--- config.mk ---
export PLATFORM = sky130hd
export DESIGN_NAME = reg_file
export DESIGN_NICKNAME = d
export VERILOG_FILES = /design/src/rtl/reg_file.sv
export SDC_FILE = /design/constraint.sdc
export NUM_CORES = 2
export LEC_CHECK = 0
export CAP_MARGIN = 10
export CORE_ASPECT_RATIO = 0.9
export CORE_MARGIN = 5
export CORE_UTILIZATION = 41
export CTS_CLUSTER_DIAMETER = 80
export DETAILED_ROUTE_END_ITERATION = 7
export PLACE_DENSITY = 0.6
export SLEW_MARGIN = 20
export SYNTH_ARGS = -nofsm -noshare
export SYNTH_HDL_FRONTEND = slang
export SYNTH_SLANG_ARGS = --single-unit
--- constraint.sdc ---
create_clock -name clk -period 2.7 [get_ports clk]
set_clock_uncertainty 0.1 [all_clocks]
set_input_delay 0.27 -clock clk [delete_from_list [all_inputs] [get_ports clk]]
set_output_delay 0.27 -clock clk [all_outputs]
set_load 0.05 [all_outputs]
--- src/rtl/reg_file.sv ---
// APB-programmable register file for the clustering core.
// Also drives one-cycle SRAM write pulses from the RAM_addr/RAM_data registers.
module reg_file #(
    parameter int addrWidth    = 9,
    parameter int dataWidth    = 91,
    parameter int reg_amount   = 4,
    parameter int ram_word_len = 50
) (
    input  logic                 clk,
    input  logic                 rst_n,
    input  logic [addrWidth-1:0] paddr,
    input  logic                 pwrite,
    input  logic                 psel,
    input  logic                 penable,
    input  logic [dataWidth-1:0] pwdata,
    output logic [dataWidth-1:0] prdata,
    output logic                 pready,
    input  logic [reg_amount-1:0] reg_num,
    input  logic                 reg_write,
    input  logic [dataWidth-1:0] reg_write_data,
    output logic                 interupt,
    output logic                 go_core,
    output logic                 w_r_ram_n,
    output logic                 out_en_ram_n,
    output logic                 chip_select_ram_n,
    output logic [dataWidth-1:0] data2core,
    output logic [addrWidth-1:0] address2core,
    output logic [addrWidth-1:0] first_ram_address_out,
    output logic [addrWidth-1:0] last_ram_address_out,
    output logic [dataWidth-1:0] threshold_value
);

    localparam int NREG = 15;

    localparam logic [3:0] A_STATUS = 4'd0;
    localparam logic [3:0] A_GO     = 4'd1;
    localparam logic [3:0] A_RADDR  = 4'd10;
    localparam logic [3:0] A_RDATA  = 4'd11;
    localparam logic [3:0] A_FIRST  = 4'd12;
    localparam logic [3:0] A_LAST   = 4'd13;
    localparam logic [3:0] A_THRESH = 4'd14;

    logic [dataWidth-1:0] regs_q [NREG];
    logic [dataWidth-1:0] regs_d [NREG];
    logic                 ram_wr_q;
    logic                 ram_wr_d;

    logic [3:0] apb_idx;
    logic [3:0] core_idx;
    logic       apb_map;
    logic       apb_we;
    logic       core_we;

    // Decode APB and core access targets; only go/status stay writable
    // over APB while the core is running.
    always_comb begin
        apb_idx  = paddr[3:0];
        core_idx = 4'(reg_num);
        apb_map  = paddr < addrWidth'(NREG);
        core_we  = reg_write && (reg_num < reg_amount'(NREG));
        apb_we   = psel && penable && pwrite && apb_map &&
                   (!regs_q[A_GO][0] || apb_idx <= A_GO);
    end

    // Next register state: APB first, then the core so the core wins a
    // same-cycle collision; a RAM_data APB write arms the SRAM pulse.
    always_comb begin
        regs_d   = regs_q;
        ram_wr_d = 1'b0;
        if (apb_we) begin
            regs_d[apb_idx] = pwdata;
            if (apb_idx == A_GO && pwdata[0]) begin
                regs_d[A_STATUS][0] = 1'b0;
            end
            if (apb_idx == A_RDATA) begin
                ram_wr_d = 1'b1;
            end
        end
        if (core_we) begin
            regs_d[core_idx] = reg_write_data;
            if (core_idx == A_STATUS && reg_write_data[0]) begin
                regs_d[A_GO] = '0;
            end
        end
    end

    // State registers with synchronous reset taking priority over writes.
    always_ff @(posedge clk) begin
        if (rst_n) begin
            for (int i = 0; i < NREG; i++) begin
                regs_q[i] <= '0;
            end
            ram_wr_q <= 1'b0;
        end else begin
            regs_q   <= regs_d;
            ram_wr_q <= ram_wr_d;
        end
    end

    // APB read path and handshake, zero wait states.
    always_comb begin
        pready = psel && penable;
        prdata = '0;
        if (psel && !pwrite && apb_map) begin
            prdata = regs_q[apb_idx];
        end
    end

    // Core-facing and SRAM-facing outputs.
    always_comb begin
        go_core               = regs_q[A_GO][0];
        interupt              = regs_q[A_STATUS][0];
        chip_select_ram_n     = !ram_wr_q;
        w_r_ram_n             = !ram_wr_q;
        out_en_ram_n          = 1'b1;
        address2core          = regs_q[A_RADDR][addrWidth-1:0];
        data2core             = regs_q[A_RDATA];
        first_ram_address_out = regs_q[A_FIRST][addrWidth-1:0];
        last_ram_address_out  = regs_q[A_LAST][addrWidth-1:0];
        threshold_value       = regs_q[A_THRESH];
    end

endmodule

Yosys cells after proc, flatten, opt, wreduce, memory -nomap -nowiden
Cells that the tools add are included.
{ "totals": {"ff_bits": 1366, "inputBits": 201, "output_inout_bits": 306, "wordCells": 60} }
{ "op_classes": {"magnitude_cmp": 7, "eq_ne": 2, "n_mux": 15, "n_bitwise": 3, "reduce_logical": 17} }
{ "op_table": {"columns": ["op", "n"], "rows": [
  ["bitwise mux 1365 bit", 2],
  ["two-way mux 1365 bit", 2],
  ["demux 91 bit (select 4 bit)", 2],
  ["two-way mux 91 bit", 6],
  ["binary-select mux 91 bit (select 4 bit)", 1],
  ["logical AND 1 bit", 11],
  [">= comparator 5 bit, second input constant", 2],
  ["< comparator 5 x 1 -> 1 bit, second input constant", 2],
  ["inverter 4 -> 5 bit", 2],
  ["< comparator 9 x 4 -> 1 bit, second input constant", 1],
  ["equality test 4 x 1 -> 1 bit, second input constant", 1],
  ["equality test 4 bit, second input constant", 1],
  ["less-or-equal comparator 4 x 1 -> 1 bit, second input constant", 1],
  ["zero test 4 bit", 1],
  ["< comparator 4 bit, second input constant", 1],
  ["zero test 1 bit", 3],
  ["two-way mux 1 bit", 2],
  ["OR reduction 2 bit", 1],
  ["logical OR 1 bit", 1],
  ["inverter 1 bit", 1]
]} }

Depth between registers and ports, before layout
{ "depth": {"depth_word": 11, "depth_mapped": 8, "mapped_depth_nobuf": 4} }

Least setup slack after synthesis
Ideal clock, no wire load.
{ "synth_timing": {"path_type": "input port to output port", "start": "input paddr[8]", "end": "output prdata[0]", "arrival_ns": 2.731, "t_required_ns": 2.330, "slack_ns": -0.401, "cell_stages": 5, "path_buffers": 1, "path_cell_list": "or4_1 nor4_1 nand2_1 clkbuf_1 o21ai_0"} }
{ "synth_between": {"elab_chain_len": 3} }
{ "synth_rtl": {"columns": ["element", "line_no", "text"], "rows": [
  ["start: declaration", "11", "input logic [addrWidth-1:0] paddr,"],
  ["< comparator 9 x 4 -> 1 bit", "59", "apb_map = paddr < addrWidth'(NREG);"],
  ["logical AND 1 bit", "104", "if (psel && !pwrite && apb_map) begin"],
  ["two-way mux 91 bit", "104", null],
  ["end: declaration", "16", "output logic [dataWidth-1:0] prdata,"]
]} }
Every way passes these cells.

Final worst setup path
{ "layout_timing": {"start": "input paddr[7]", "end": "output prdata[44]"} }
The elaborated chain is that of the path after synthesis.

==> results.sh <==
export IMPL_timing_critical_path_depth=12
export IMPL_synth_simple_area_share=0.195
export IMPL_floorplan_die_width_um=455
export IMPL_clock_tree_root_cell="clkbuf_16"
export IMPL_crit_chain="clkdlybuf4s50_1 -> buf_6 -> buf_4 -> nor4_4 -> buf_6 -> buf_6 -> buf_6 -> nand2b_4 -> buf_12 -> o22ai_4 -> buf_6 -> buf_12"
export IMPL_p_leak_nw=30.1
export IMPL_clock_buffer_count_from_cts=155
export IMPL_dominant_register_cell_in_the_synthesized_netlist="dfxtp_1"
export IMPL_min_period_ps=2810
export IMPL_reg2reg_slack_ps=50
export IMPL_worstHoldPathCells=5
export IMPL_synthesis_nets=9179
export IMPL_drt_antenna_violating_nets=0
export IMPL_vias=76500
export IMPL_dieArea_um2=187000
export IMPL_min_from="paddr[2]"
export IMPL_main_combinational_cell_family_by_area_after_synthesis="compound AO/OA/AOI/OAI gates"
export IMPL_setup_slack_ps=-110
export IMPL_synth_warnings=0
export IMPL_dr_pass1_iters=8
export IMPL_coreArea_um2=178000
export IMPL_postSynthAreaPerCell_um2=8.14
export IMPL_final_period_utilization=1.04
export IMPL_rsz0062_at_grt="true"
export IMPL_synth_seq_cells=1366
export IMPL_first_global_vias=73100
export IMPL_synthesized_area_fraction_occupied_by_xor_and_xnor_cells=0.000120
export IMPL_synth_area_um2=73100
export IMPL_cts_htree_levels=4
export IMPL_groute_usage_overall=0.351
export IMPL_critical_path_at_ps=2440
export IMPL_timing_reg2reg_worst_path_depth=6
export IMPL_ir_worst_vdd_v=0.000621
export IMPL_total_i_o_pin_count=507
export IMPL_hpwl_mm=217
export IMPL_timing_hold_violations_final=0
export IMPL_post_synth_mux_area_share=0.110
export IMPL_number_of_buffers_and_inverters_on_the_critical_path=9
export IMPL_io_buffer_count=505
export IMPL_violated_checks="setup timing"
export IMPL_max_cap_violations=0
export IMPL_syn_instance_count=8978
export IMPL_drv_slew=0
export IMPL_hold_end="regs_q[427]$_SDFF_PP0_"
export IMPL_slew_limit_headroom=0.212
export IMPL_timing_critical_path_from_type="input pin"
export IMPL_synth_cell_type_count=52
export IMPL_synth_seq_area_share=0.374
export IMPL_fmaxAchievable_ghz=0.356
export IMPL_dpl_worst_slack_ps=-757
export IMPL_max_stage_delay_ps=420
export IMPL_clk_pin_slew_worst_paths_ps=60
export IMPL_endpoint_of_the_worst_slack_reg_to_reg_timing_path="regs_q[825]$_SDFF_PP0_"
export IMPL_worst_skew_pair_late_latency_ps=820
export IMPL_synthToLayoutAreaGrowth_pct=23.2
export IMPL_finalNetCount=8950
export IMPL_crit_type="input pin to output pin"
export IMPL_crit_slowest_cell="clkdlybuf4s50_1"
export IMPL_final_setup_violating_endpoints=44
export IMPL_floorplan_die_height_um=411
export IMPL_ratio_of_total_power_to_cell_area_nw_per_um2=532
export IMPL_avgRoutedWirePerCell_um=30.5
export IMPL_worstPathRequired_ps=2330
export IMPL_peak_fanout_along_the_critical_path=8
export IMPL_synth_compound_area_frac=0.228
export IMPL_core_rowCount=147
export IMPL_gp_congestion=0.907
export IMPL_post_drt_via_cell_ratio=6.79
export IMPL_largest_net_degree_at_the_start_of_global_routing=207
export IMPL_cts_tree="yes"
export IMPL_beginning_of_the_worst_register_to_register_path="go_core$_SDFF_PP0_"
export IMPL_drt_drc=0
export IMPL_postSynth_asyncResetShare=0
export IMPL_number_of_enable_flip_flop_cells_after_synthesis=0
export IMPL_initial_antenna_violation_count=15
export IMPL_cts_num_sinks=1366
export IMPL_cts_root_to_sink_buffers=3
export IMPL_hp_class="input pin to register"
export IMPL_whs_ps=74.3
export IMPL_violation_count_after_the_first_detailed_routing_iteration=11600
export IMPL_routed_wire_length_mm=344
export IMPL_critical_path_top_delay_family="buffers and inverters"
export IMPL_endpoint_kind="output pin"
export IMPL_initial_utilization=0.411
export IMPL_worstMarginPinSlew_ps=1180
export IMPL_drive_above_1_share=0.145
export IMPL_grt_remaining_overflow=0
export IMPL_grt_first_pass_wirelength_mm=499
export IMPL_run_status="finished with violations"
export IMPL_critical_path_most_common_cell="buf_6"
export IMPL_adder_cell_share_of_the_synthesized_area=0
==> worst register-to-register path: cells and delay by family, from the launching register on <==
| family | cells | cell delay, ps |
|---|---|---|
| buffers and inverters | 2 | 630 |
| DFF | 1 | 370 |
| and+or+nand+nor | 3 | 1130 |
| AOI/OAI and AO/OA | 1 | 300 |
==> registers in the layout (all words and copies together), names as in the netlist <==
| name | flops |
|---|---|
| interupt | 1 |
| regs_q | 1154 |
| threshold_value | 91 |
| data2core | 91 |
| go_core | 1 |
| first_ram_address_out | 9 |
| address2core | 9 |
| ram_wr_q | 1 |
| last_ram_address_out | 9 |
==> cells in the final DEF, fill, tap and decap left out, types with 16 or more instances in the layout <==
master / synthesis / final
clkbuf_16: 0 / 161
o21ai_1: 181 / 182
nand3_1: 302 / 297
clkinv_2: 0 / 16
clkbuf_1: 953 / 38
a31oi_1: 70 / 70
o21ai_0: 274 / 191
mux2i_1: 371 / 365
a221oi_1: 51 / 51
a21oi_1: 275 / 275
a22oi_1: 162 / 115
a211oi_1: 108 / 108
buf_4: 212 / 215
o21ai_2: 0 / 37
clkbuf_8: 0 / 39
a22oi_2: 0 / 47
clkdlybuf4s50_1: 0 / 399
nand2_1: 1237 / 1223
buf_12: 0 / 366
mux4_2: 192 / 192
o21ai_4: 0 / 45
nor3_1: 465 / 462
nor2_1: 905 / 901
o41ai_1: 19 / 19
a21o_1: 50 / 50
and2_1: 95 / 93
dfxtp_1: 1366 / 1349
inv_1: 94 / 94
a311oi_1: 889 / 889
a221o_1: 91 / 91
buf_6: 2 / 19
o221ai_1: 92 / 85
nor4_1: 213 / 208
==> power by group <==
part | switching [mW] | internal (mW)
Sequential | 0.278 | 20.6
Combinational | 3.30 | 1.61
Clock | 9.34 | 12.8
==> stage by stage <==
stage	instances	power, mW	utilization	area [um^2]	setup TNS, ps
finish	11300	47.9	0.506	90100	-1860
global route	11300	49.0	0.506	90100	-2690
floorplan	8978	23.9	-	73200	-28600
detailed placement	10900	26.0	0.467	83000	-393940
CTS	11300	47.8	0.505	89800	-1760
global placement	10900	25.9	0.467	83000	-393540
==> synthesized netlist by cell type (all sizes together), types with 19 or more instances <==
| master | number | area share |
|---|---|---|
| nand2 | 1237 | 0.064 |
| dfxtp | 1366 | 0.37 |
| clkbuf | 953 | 0.049 |
| a31oi | 70 | 0.0060 |
| nand3 | 302 | 0.021 |
| a22oi | 162 | 0.017 |
| mux2i | 371 | 0.051 |
| o21ai | 455 | 0.031 |
| a21oi | 275 | 0.019 |
| a221o | 91 | 0.012 |
| a311oi | 889 | 0.11 |
| o41ai | 19 | 0.0023 |
| and2 | 95 | 0.0081 |
| nor3 | 465 | 0.032 |
| nor2 | 905 | 0.046 |
| a21o | 50 | 0.0051 |
| o221ai | 92 | 0.011 |
| inv | 94 | 0.0048 |
| nor4 | 216 | 0.019 |
| mux4 | 192 | 0.059 |
| a211oi | 108 | 0.011 |
| a221oi | 51 | 0.0061 |
| buf | 457 | 0.039 |
==> repair_timing <==
| action | in CTS | in global routing |
|---|---|---|
| setup endpoints to repair | 92 | 84 |
| endpoints found under the hold margin | 65 | 0 |
| setup buffers | 19 | 3 |
| pin swaps | 41 | 17 |
| resized for setup | 314 | 45 |
| cloned | 11 | 1 |
| hold buffers | 1 | 0 |
==> routing by layer <==
layer  wire, um  GRT usage  part of all wire
met1     129000      0.445              0.38
met2     147000      0.517              0.43
met3      38400     0.0826              0.11
met4      28400      0.260             0.083
met5         38          0           0.00011
==> cells by family after synthesis <==
logic type,Yosys count
and+or+nand+nor,3270
AOI/OAI and AO/OA,2273
buffers and inverters,1504
DFF,1366
muxes,563
xor gates and xnor gates,1
other,1
==> layout make-up <==
cell class	instances	area, um^2
Multi-Input combinational cell	6109	40500
Inverter	94	353
Clock buffer	237	4680
Antenna cell	10	25.0
Fill cell	16100	87800
Clock inverter	42	566
Timing Repair Buffer	1023	13600
Sequential cell	1366	27400
Tap cell	2384	2980
==> worst max-delay path by stage <==
stage,slack (ps),endpoint,start
after floorplan,-400,prdata[11],paddr[8]
after detailed placement,-760,prdata[36],paddr[8]
final,-110,prdata[44],paddr[7]
after global placement,-720,prdata[90],paddr[8]
after CTS,-90,prdata[44],paddr[5]
after global routing,-120,prdata[49],paddr[7]
No activity file was read; power rests on OpenSTA's default activity.
